--- src/rtl/uart_pkg.sv ---
// Shared types and constants for the byte-wide UART receiver.
package uart_pkg;

    localparam int OVERSAMPLE = 16;
    localparam int MID_SAMPLE = 8;

    typedef enum logic [2:0] {
        IDLE    = 3'd0,
        START   = 3'd1,
        DATA    = 3'd2,
        PARITY  = 3'd3,
        STOP    = 3'd4,
        RECOVER = 3'd5
    } state_t;

endpackage

--- src/rtl/baud_tick_gen.sv ---
// Free-running 16x oversample tick: one-clock pulse every CLK_FREQ/(BAUD_RATE*16) clocks.
module baud_tick_gen
    import uart_pkg::*;
#(
    parameter int CLK_FREQ  = 100000000,
    parameter int BAUD_RATE = 115200
) (
    input  logic clk,
    input  logic reset,
    output logic tick
);

    localparam int DIV_RAW = CLK_FREQ / (BAUD_RATE * OVERSAMPLE);
    localparam int DIV     = (DIV_RAW < 1) ? 1 : DIV_RAW;
    localparam int CW      = (DIV > 1) ? $clog2(DIV) : 1;
    localparam logic [CW-1:0] CNT_LAST = CW'(DIV - 1);

    logic [CW-1:0] cnt_q, cnt_d;

    always_comb begin
        cnt_d = cnt_q + 1'b1;
        if (cnt_q == CNT_LAST) begin
            cnt_d = '0;
        end
    end

    always_ff @(posedge clk or negedge reset) begin
        if (!reset) begin
            cnt_q <= '0;
        end else begin
            cnt_q <= cnt_d;
        end
    end

    assign tick = (cnt_q == CNT_LAST);

endmodule

--- src/rtl/uart_rx_byte.sv ---
// UART byte receiver, 16x oversampled, 8 data bits LSB first.
// Optional even parity bit when UART_RX_PARITY_EN is defined.
//
//   state   | meaning
//   --------+-----------------------------------------------
//   IDLE    | line high, waiting for a falling edge
//   START   | confirm start bit at its midpoint (glitch filter)
//   DATA    | sample 8 data bits, one per bit time
//   PARITY  | sample the even parity bit (parity builds only)
//   STOP    | sample stop bit, publish byte or flag error
//   RECOVER | wait for a full bit time of continuous idle
module uart_rx_byte
    import uart_pkg::*;
#(
    parameter int CLK_FREQ  = 100000000,
    parameter int BAUD_RATE = 115200
) (
    input  logic       clk,
    input  logic       reset,
    input  logic       rx,
    output logic [7:0] rx_data,
    output logic       rx_ready,
    output logic       frame_error,
    output logic       parity_error
);

    localparam logic [3:0] MID_LAST = 4'(MID_SAMPLE - 1);
    localparam logic [3:0] BIT_LAST = 4'(OVERSAMPLE - 1);

`ifdef UART_RX_PARITY_EN
    localparam state_t AFTER_DATA = PARITY;
`else
    localparam state_t AFTER_DATA = STOP;
`endif

    logic       tick;
    logic       rx_s1_q, rx_s2_q;
    state_t     state_q, state_d;
    logic [3:0] tick_cnt_q, tick_cnt_d;
    logic [2:0] bit_cnt_q, bit_cnt_d;
    logic [7:0] shift_q, shift_d;
    logic [7:0] data_q, data_d;
    logic       ready_q, ready_d;
    logic       ferr_q, ferr_d;
`ifdef UART_RX_PARITY_EN
    logic       mismatch_q, mismatch_d;
    logic       perr_q, perr_d;
`endif

    baud_tick_gen #(
        .CLK_FREQ (CLK_FREQ),
        .BAUD_RATE(BAUD_RATE)
    ) u_tick (
        .clk  (clk),
        .reset(reset),
        .tick (tick)
    );

    always_ff @(posedge clk or negedge reset) begin
        if (!reset) begin
            rx_s1_q <= 1'b1;
            rx_s2_q <= 1'b1;
        end else begin
            rx_s1_q <= rx;
            rx_s2_q <= rx_s1_q;
        end
    end

    always_comb begin
        state_d    = state_q;
        tick_cnt_d = tick_cnt_q;
        bit_cnt_d  = bit_cnt_q;
        shift_d    = shift_q;
        data_d     = data_q;
        ready_d    = 1'b0;
        ferr_d     = 1'b0;
`ifdef UART_RX_PARITY_EN
        mismatch_d = mismatch_q;
        perr_d     = 1'b0;
`endif
        case (state_q)
            IDLE: begin
                if (!rx_s2_q) begin
                    state_d    = START;
                    tick_cnt_d = '0;
                    bit_cnt_d  = '0;
`ifdef UART_RX_PARITY_EN
                    mismatch_d = 1'b0;
`endif
                end
            end
            START: begin
                if (tick) begin
                    if (tick_cnt_q == MID_LAST) begin
                        tick_cnt_d = '0;
                        state_d    = rx_s2_q ? IDLE : DATA;
                    end else begin
                        tick_cnt_d = tick_cnt_q + 1'b1;
                    end
                end
            end
            DATA: begin
                if (tick) begin
                    if (tick_cnt_q == BIT_LAST) begin
                        tick_cnt_d = '0;
                        shift_d    = {rx_s2_q, shift_q[7:1]};
                        bit_cnt_d  = bit_cnt_q + 1'b1;
                        if (bit_cnt_q == 3'd7) begin
                            state_d = AFTER_DATA;
                        end
                    end else begin
                        tick_cnt_d = tick_cnt_q + 1'b1;
                    end
                end
            end
            PARITY: begin
`ifdef UART_RX_PARITY_EN
                if (tick) begin
                    if (tick_cnt_q == BIT_LAST) begin
                        tick_cnt_d = '0;
                        mismatch_d = rx_s2_q ^ (^shift_q);
                        state_d    = STOP;
                    end else begin
                        tick_cnt_d = tick_cnt_q + 1'b1;
                    end
                end
`else
                state_d = IDLE;
`endif
            end
            STOP: begin
                if (tick) begin
                    if (tick_cnt_q == BIT_LAST) begin
                        tick_cnt_d = '0;
                        if (!rx_s2_q) begin
                            ferr_d  = 1'b1;
                            state_d = RECOVER;
`ifdef UART_RX_PARITY_EN
                        end else if (mismatch_q) begin
                            perr_d  = 1'b1;
                            state_d = IDLE;
`endif
                        end else begin
                            ready_d = 1'b1;
                            data_d  = shift_q;
                            state_d = IDLE;
                        end
                    end else begin
                        tick_cnt_d = tick_cnt_q + 1'b1;
                    end
                end
            end
            RECOVER: begin
                // Any low sample restarts the idle qualification window.
                if (!rx_s2_q) begin
                    tick_cnt_d = '0;
                end else if (tick) begin
                    if (tick_cnt_q == BIT_LAST) begin
                        tick_cnt_d = '0;
                        state_d    = IDLE;
                    end else begin
                        tick_cnt_d = tick_cnt_q + 1'b1;
                    end
                end
            end
            default: begin
                state_d = IDLE;
            end
        endcase
    end

    always_ff @(posedge clk or negedge reset) begin
        if (!reset) begin
            state_q    <= IDLE;
            tick_cnt_q <= '0;
            bit_cnt_q  <= '0;
            shift_q    <= '0;
            data_q     <= '0;
            ready_q    <= 1'b0;
            ferr_q     <= 1'b0;
`ifdef UART_RX_PARITY_EN
            mismatch_q <= 1'b0;
            perr_q     <= 1'b0;
`endif
        end else begin
            state_q    <= state_d;
            tick_cnt_q <= tick_cnt_d;
            bit_cnt_q  <= bit_cnt_d;
            shift_q    <= shift_d;
            data_q     <= data_d;
            ready_q    <= ready_d;
            ferr_q     <= ferr_d;
`ifdef UART_RX_PARITY_EN
            mismatch_q <= mismatch_d;
            perr_q     <= perr_d;
`endif
        end
    end

    assign rx_data     = data_q;
    assign rx_ready    = ready_q;
    assign frame_error = ferr_q;
`ifdef UART_RX_PARITY_EN
    assign parity_error = perr_q;
`else
    assign parity_error = 1'b0;
`endif

endmodule

--- config.mk ---
export PLATFORM = sky130hd
export DESIGN_NAME = uart_rx_byte
export DESIGN_NICKNAME = d
export VERILOG_FILES = /design/src/rtl/uart_pkg.sv /design/src/rtl/baud_tick_gen.sv /design/src/rtl/uart_rx_byte.sv
export SDC_FILE = /design/constraint.sdc
export NUM_CORES = 1
export LEC_CHECK = 0
export CAP_MARGIN = 10
export CORE_MARGIN = 5
export CORE_UTILIZATION = 40
export DETAILED_ROUTE_END_ITERATION = 7
export GPL_ROUTABILITY_DRIVEN = 0
export GPL_TIMING_DRIVEN = 0
export PLACE_DENSITY = 0.66
export SLEW_MARGIN = 0
export SYNTH_ARGS = -nofsm -noshare
export SYNTH_HDL_FRONTEND = slang
export SYNTH_SLANG_ARGS = --single-unit
--- constraint.sdc ---
create_clock -name clk -period 2.5 [get_ports clk]
set_input_delay 0.375 -clock clk [delete_from_list [all_inputs] [get_ports clk]]
set_output_delay 0.375 -clock clk [all_outputs]
set_load 0.01 [all_outputs]
After elaboration in Yosys (flattened, before gate mapping)
Index checks and enable logic that the tools add are counted.

Bits in registers: 36. Input bits: 3. Output and inout bits: 11. Word-level logic and storage cells: 75.

$add $sub $neg: 3. Eq/ne operators: 19. Multiplexer cells: 34. Reductions and logical operators: 9.

Operator list (number): 2-to-1 mux 3 bit (15); 2-to-1 mux 4 bit (6); != test 2 bit, second input constant (11); one-hot mux 4 bit (4 select lines) (1); one-hot mux 3 bit (5 select lines) (1); AND reduction 11 bit (1); equality test 3 bit, second input constant (3); 2-to-1 mux 1 bit (8); AND reduction 4 bit (2); adder 6 x 1 -> 6 bit, second input constant (1); equality test 6 bit, second input constant (1); 2-to-1 mux 6 bit (1); one-hot mux 3 bit (2 select lines) (1); AND reduction 3 bit (2); adder 4 x 1 -> 4 bit, second input constant (1); equality test 4 x 3 -> 1 bit, second input constant (1); equality test 4 bit, second input constant (1); nonzero test 4 bit (1); adder 3 x 1 -> 3 bit, second input constant (1); equality test 3 x 1 -> 1 bit, second input constant (1); equality test 3 x 2 -> 1 bit, second input constant (1); logical NOT 3 bit (1); 2-to-1 mux 2 bit (1); nonzero test 2 bit (1); OR reduction 2 bit (1).

Depth between registers and ports, before layout
Gate-level depths: netlist (run 1).

Word-level depth: 5. Mapped depth: 9.

By module
From an unflattened synthesis (run 1), not the netlist that was laid out.

Cells, all modules: 163. Area, all modules: 1779.2 um^2.

By module, submodules not included: uart_rx_byte (instances 1, cells an instance 135, area an instance 1500.2 um^2, sequential area each 753.2 um^2); baud_tick_gen (instances 1, cells an instance 28, area an instance 279.0 um^2, sequential area each 150.1 um^2).

Least setup slack after synthesis (run 1)
OpenSTA, ideal clock, no wires.

Path kind: flip-flop to flip-flop. Start point: reg u_tick.cnt_q[1]. End point: reg data_q[0], in the netlist rx_data[0]. Library setup time: 0.125 ns. Data arrival time: 1.785 ns. Slack: 0.590 ns. Cell stages (with the launch flop): 8. Path buffers: 1. Path through: dfrtp_1 -> inv_1 -> ha_1 -> and2_1 -> buf_2 -> nand3_4 -> nor4_4 -> mux2_2.

Longest elaborated chain between the ends: 2.

Ends and longest elaborated chain: start, declared (line baud_tick_gen.sv:18) `logic [CW-1:0] cnt_q, cnt_d;`; start signal, assigned (line baud_tick_gen.sv:31) `cnt_q <= cnt_d;`; equality test 6 bit (line baud_tick_gen.sv:35) `assign tick = (cnt_q == CNT_LAST);`; AND reduction 4 bit (no source line); end signal, assigned (line uart_rx_byte.sv:190) `data_q <= data_d;`; end, declared (line uart_rx_byte.sv:42) `logic [7:0] data_q, data_d;`.

No other way between the ends. A chain may end at the register's enable or synchronous reset.

Worst setup path after layout (run 1)
Start point: reg u_tick.cnt_q[1]. End point: reg data_q[7], in the netlist rx_data[7].

The elaborated chain is that of the path after synthesis.

==> flow_summary.json, run 1 <==
{
  "cp_data_arrival_time_ns": 2.37,
  "timing_worst_setup_path_type": "flop to flop",
  "number_of_enable_flip_flop_cells_after_synthesis": 0,
  "final_max_slew_viol_count": 0,
  "holdBufCountCts": 0,
  "place.detailed.hpwl_um": 2498,
  "totalNegativeSetupSlack_ns": 0,
  "path_max_fanout": 9,
  "tritoncts": "built",
  "worstReg2RegStart": "u_tick.cnt_q[1]",
  "clock_tree.root_cell": "clkbuf_8",
  "powerDensity_mw_per_mm2": 493.9,
  "final_min_period_over_clock_period_pct": 87.94,
  "dr.pass1.iters": 4,
  "end_kind": "flop",
  "postLayoutSetupSlackWorst_ns": 0.3016,
  "drive_above_1_share_pct": 19.44,
  "post_cts.repair.setup_buffers": 0,
  "worst_ep_required_time_ns": 2.67,
  "wl_per_cell_um": 15.03,
  "initial_utilization_pct": 40.89,
  "leading_cell_type_in_the_layout_fill_and_taps_excluded": "dfrtp_1",
  "syn_inst": 160,
  "cts.htree.levels": 2,
  "floorplan.die.width_um": 76.48,
  "grt_max_degree": 37,
  "finish.cell_count_without_fillers": 232,
  "grt_pass1_wl_um": 6265,
  "synth.yosys.warnings": 0,
  "hold_viol_final": 0,
  "vias": 1282,
  "cp-startpoint": "u_tick.cnt_q[1]",
  "cts_made_buffers": 5,
  "highest_count_cells_in_the_layout_ignoring_fill_and_taps": "34 x dfrtp_1, 16 x mux2_2, 14 x nand2_1",
  "setup.reg_to_reg.worst_slack_ns": 0.30,
  "postSynthRegisterBits": 36,
  "synth-seq-area-share_pct": 51.10,
  "routed_via_density": 5.526,
  "grt.total_usage_pct": 13.00,
  "timing.clock.skew_ns": 0.006696,
  "post-route-drc-count": 0,
  "dp.cells": 224,
  "antenna_found_initial": 0,
  "synthesis.area_mm2": 0.001768,
  "worstReg2RegEnd": "rx_data[7]",
  "cells_on_worst_reg2reg_path": 7,
  "first_global_vias": 1355,
  "syn2layout_area_growth_pct": 15.00,
  "floorplan.die_area_mm2": 0.005849,
  "drv_cap": 0,
  "worst_slew_margin_relative_to_its_limit_pct": 48.96,
  "ant_nets": 0,
  "synth_area_per_cell_um2": 11.05,
  "rsz0062_at_grt": "false",
  "cts.path.max_buffers": 2,
  "die_height_um": 76.48,
  "ys_async_sr_fraction_pct": 100.0,
  "total_leakage_power_nw": 0.9311,
  "number_of_placed_i_o_pins": 14,
  "synth_nets": 168,
  "cp-start-kind": "flop",
  "final_nets": 187,
  "global_route.overflow_total": 0,
  "min_period_ns": 2.198,
  "yosys_most_used_dff": "dfrtp_1",
  "worst_ir_drop_vdd_v": 0.0002881,
  "synth_cell_types": 41,
  "core_area_mm2": 0.004324,
  "antennaDiodeCount": 0,
  "min_path_type": "input pin to asynchronous set/reset pin",
  "pre_cts_ws_ns": 0.2963,
  "insertion_delay_ns": 0.29,
  "status": "finished, final reports clean",
  "port_buffers": 12,
  "cts_repair_resizes": 0,
  "clock-sinks": 36,
  "timing.fmax_mhz": 454.9,
  "row_count": 24,
  "drt_first_iter_violations": 100,
  "timing_worst_slew_pin_value_ns": 0.7656,
  "final_setup_fails": 0,
  "routed_wirelength_um": 3488,
  "worst_setup_hold_path_clk_slew_ns": 0.07
}
-- state kept, by name (all words and copies together), names as in the netlist --
name and cells:
bit_cnt_q 3, frame_error 1, rx_s1_q 1, rx_s2_q 1, u_tick.cnt_q 6, tick_cnt_q 4
shift_q 8, state_q 3, rx_data 8, rx_ready 1
-- cell type report --
| class | count | area [um^2] |
|---|---|---|
| plain buffers | 9 | 47.55 |
| clock buffers | 6 | 72.57 |
| repair buffers | 12 | 115.1 |
| inverters | 4 | 15.01 |
| multi-input cells | 111 | 802.0 |
| flip-flops and latches | 36 | 903.4 |
| fillers | 404 | 2291 |
| clock inverters | 2 | 12.51 |
| well taps | 52 | 65.06 |
-- synth_stat cells, drive strengths merged (2+ instances only) --
cell type	number	area, um^2
buf	5	32.53
nor2	10	40.04
o31ai	2	15.01
and2	4	25.02
inv	4	15.01
or3b	2	17.52
a31oi	3	18.77
a22o	8	70.07
dfrtp	34	850.8
ha	5	62.56
and3b	2	17.52
nand3	7	47.55
o21ai	6	30.02
a21oi	9	45.04
dfstp	2	52.55
mux2	16	180.2
o211ai	3	22.52
nor2b	2	12.51
nand2	14	52.55
nor3	2	10.01
clkbuf	4	15.01
-- metal layers --
layer,part of all wire (%),vias to the layer above,global-route usage (%),routed length [um]
li1,-,615,-,-
met1,44,638,15.63,1526
met2,52,24,21.58,1808
met3,3.0,5,2.719,103
met4,1.4,0,6.993,49
met5,0,-,0,0
-- per-stage QoR --
step | util, % | hold WS [ns] | cell area (um^2) | total power [mW]
6_report | 47.02 | 0.1601 | 2033 | 1.004
4_1_cts | 47.02 | 0.1862 | 2033 | 1.022
3_5_place_dp | 45.05 | 0.3514 | 1948 | 0.6169
2_1_floorplan | - | 0.07941 | 1768 | 0.6015
3_3_place_gp | 45.17 | 0.3480 | 1953 | 0.6170
5_1_grt | 47.02 | 0.2319 | 2033 | 1.048
-- critical path: stages (launching register included) --
cell	delay (ns)
dfrtp_1	0.41
inv_1	0.06
ha_1	0.15
and2_1	0.12
buf_2	0.19
nand3_4	0.15
nor4_4	0.59
mux2_2	0.41
-- report_power, final --
group	switching, mW	leakage (nW)	total, mW	internal, mW
logic	0.0138	0.413	0.0173	0.00350
registers	0.00216	0.477	0.587	0.585
clock network	0.205	0.0412	0.400	0.195
total	0.221	0.931	1.00	0.783
-- kinds of logic (layout without fill, tap and decap cells) --
group                    after synthesis  after routing  share of synthesized area, %
flip-flops                            36             36                         51.10
buffers and inverters                 13             33                         3.538
multiplexers                          16             16                         10.19
XOR/XNOR                               1              1                        0.4955
other                                  1              1                        0.2121
AO/OA/AOI/OAI                         39             39                         15.22
adder cells (fa/ha/maj)                5              5                         3.539
AND/OR/NAND/NOR                       49             49                         15.71
-- how the worst max path moves through the flow --
| stage | endpoint | depth (start not counted) |
|---|---|---|
| after floorplan | rx_data[0] | 7 |
| after global placement | shift_q[7] | 1 |
| after detailed placement | rx_data[7] | 7 |
| after CTS | rx_data[7] | 7 |
| after global routing | rx_data[1] | 7 |
| final | rx_data[7] | 7 |
Note: power is estimated with default switching activity, not from simulation.
==> run 2: changes to the inputs <==
CTS_CLUSTER_SIZE = 8   (was default)
==> results of run 2 <==
Same layout as run 1: the final DEF is identical, and so are final timing and power.
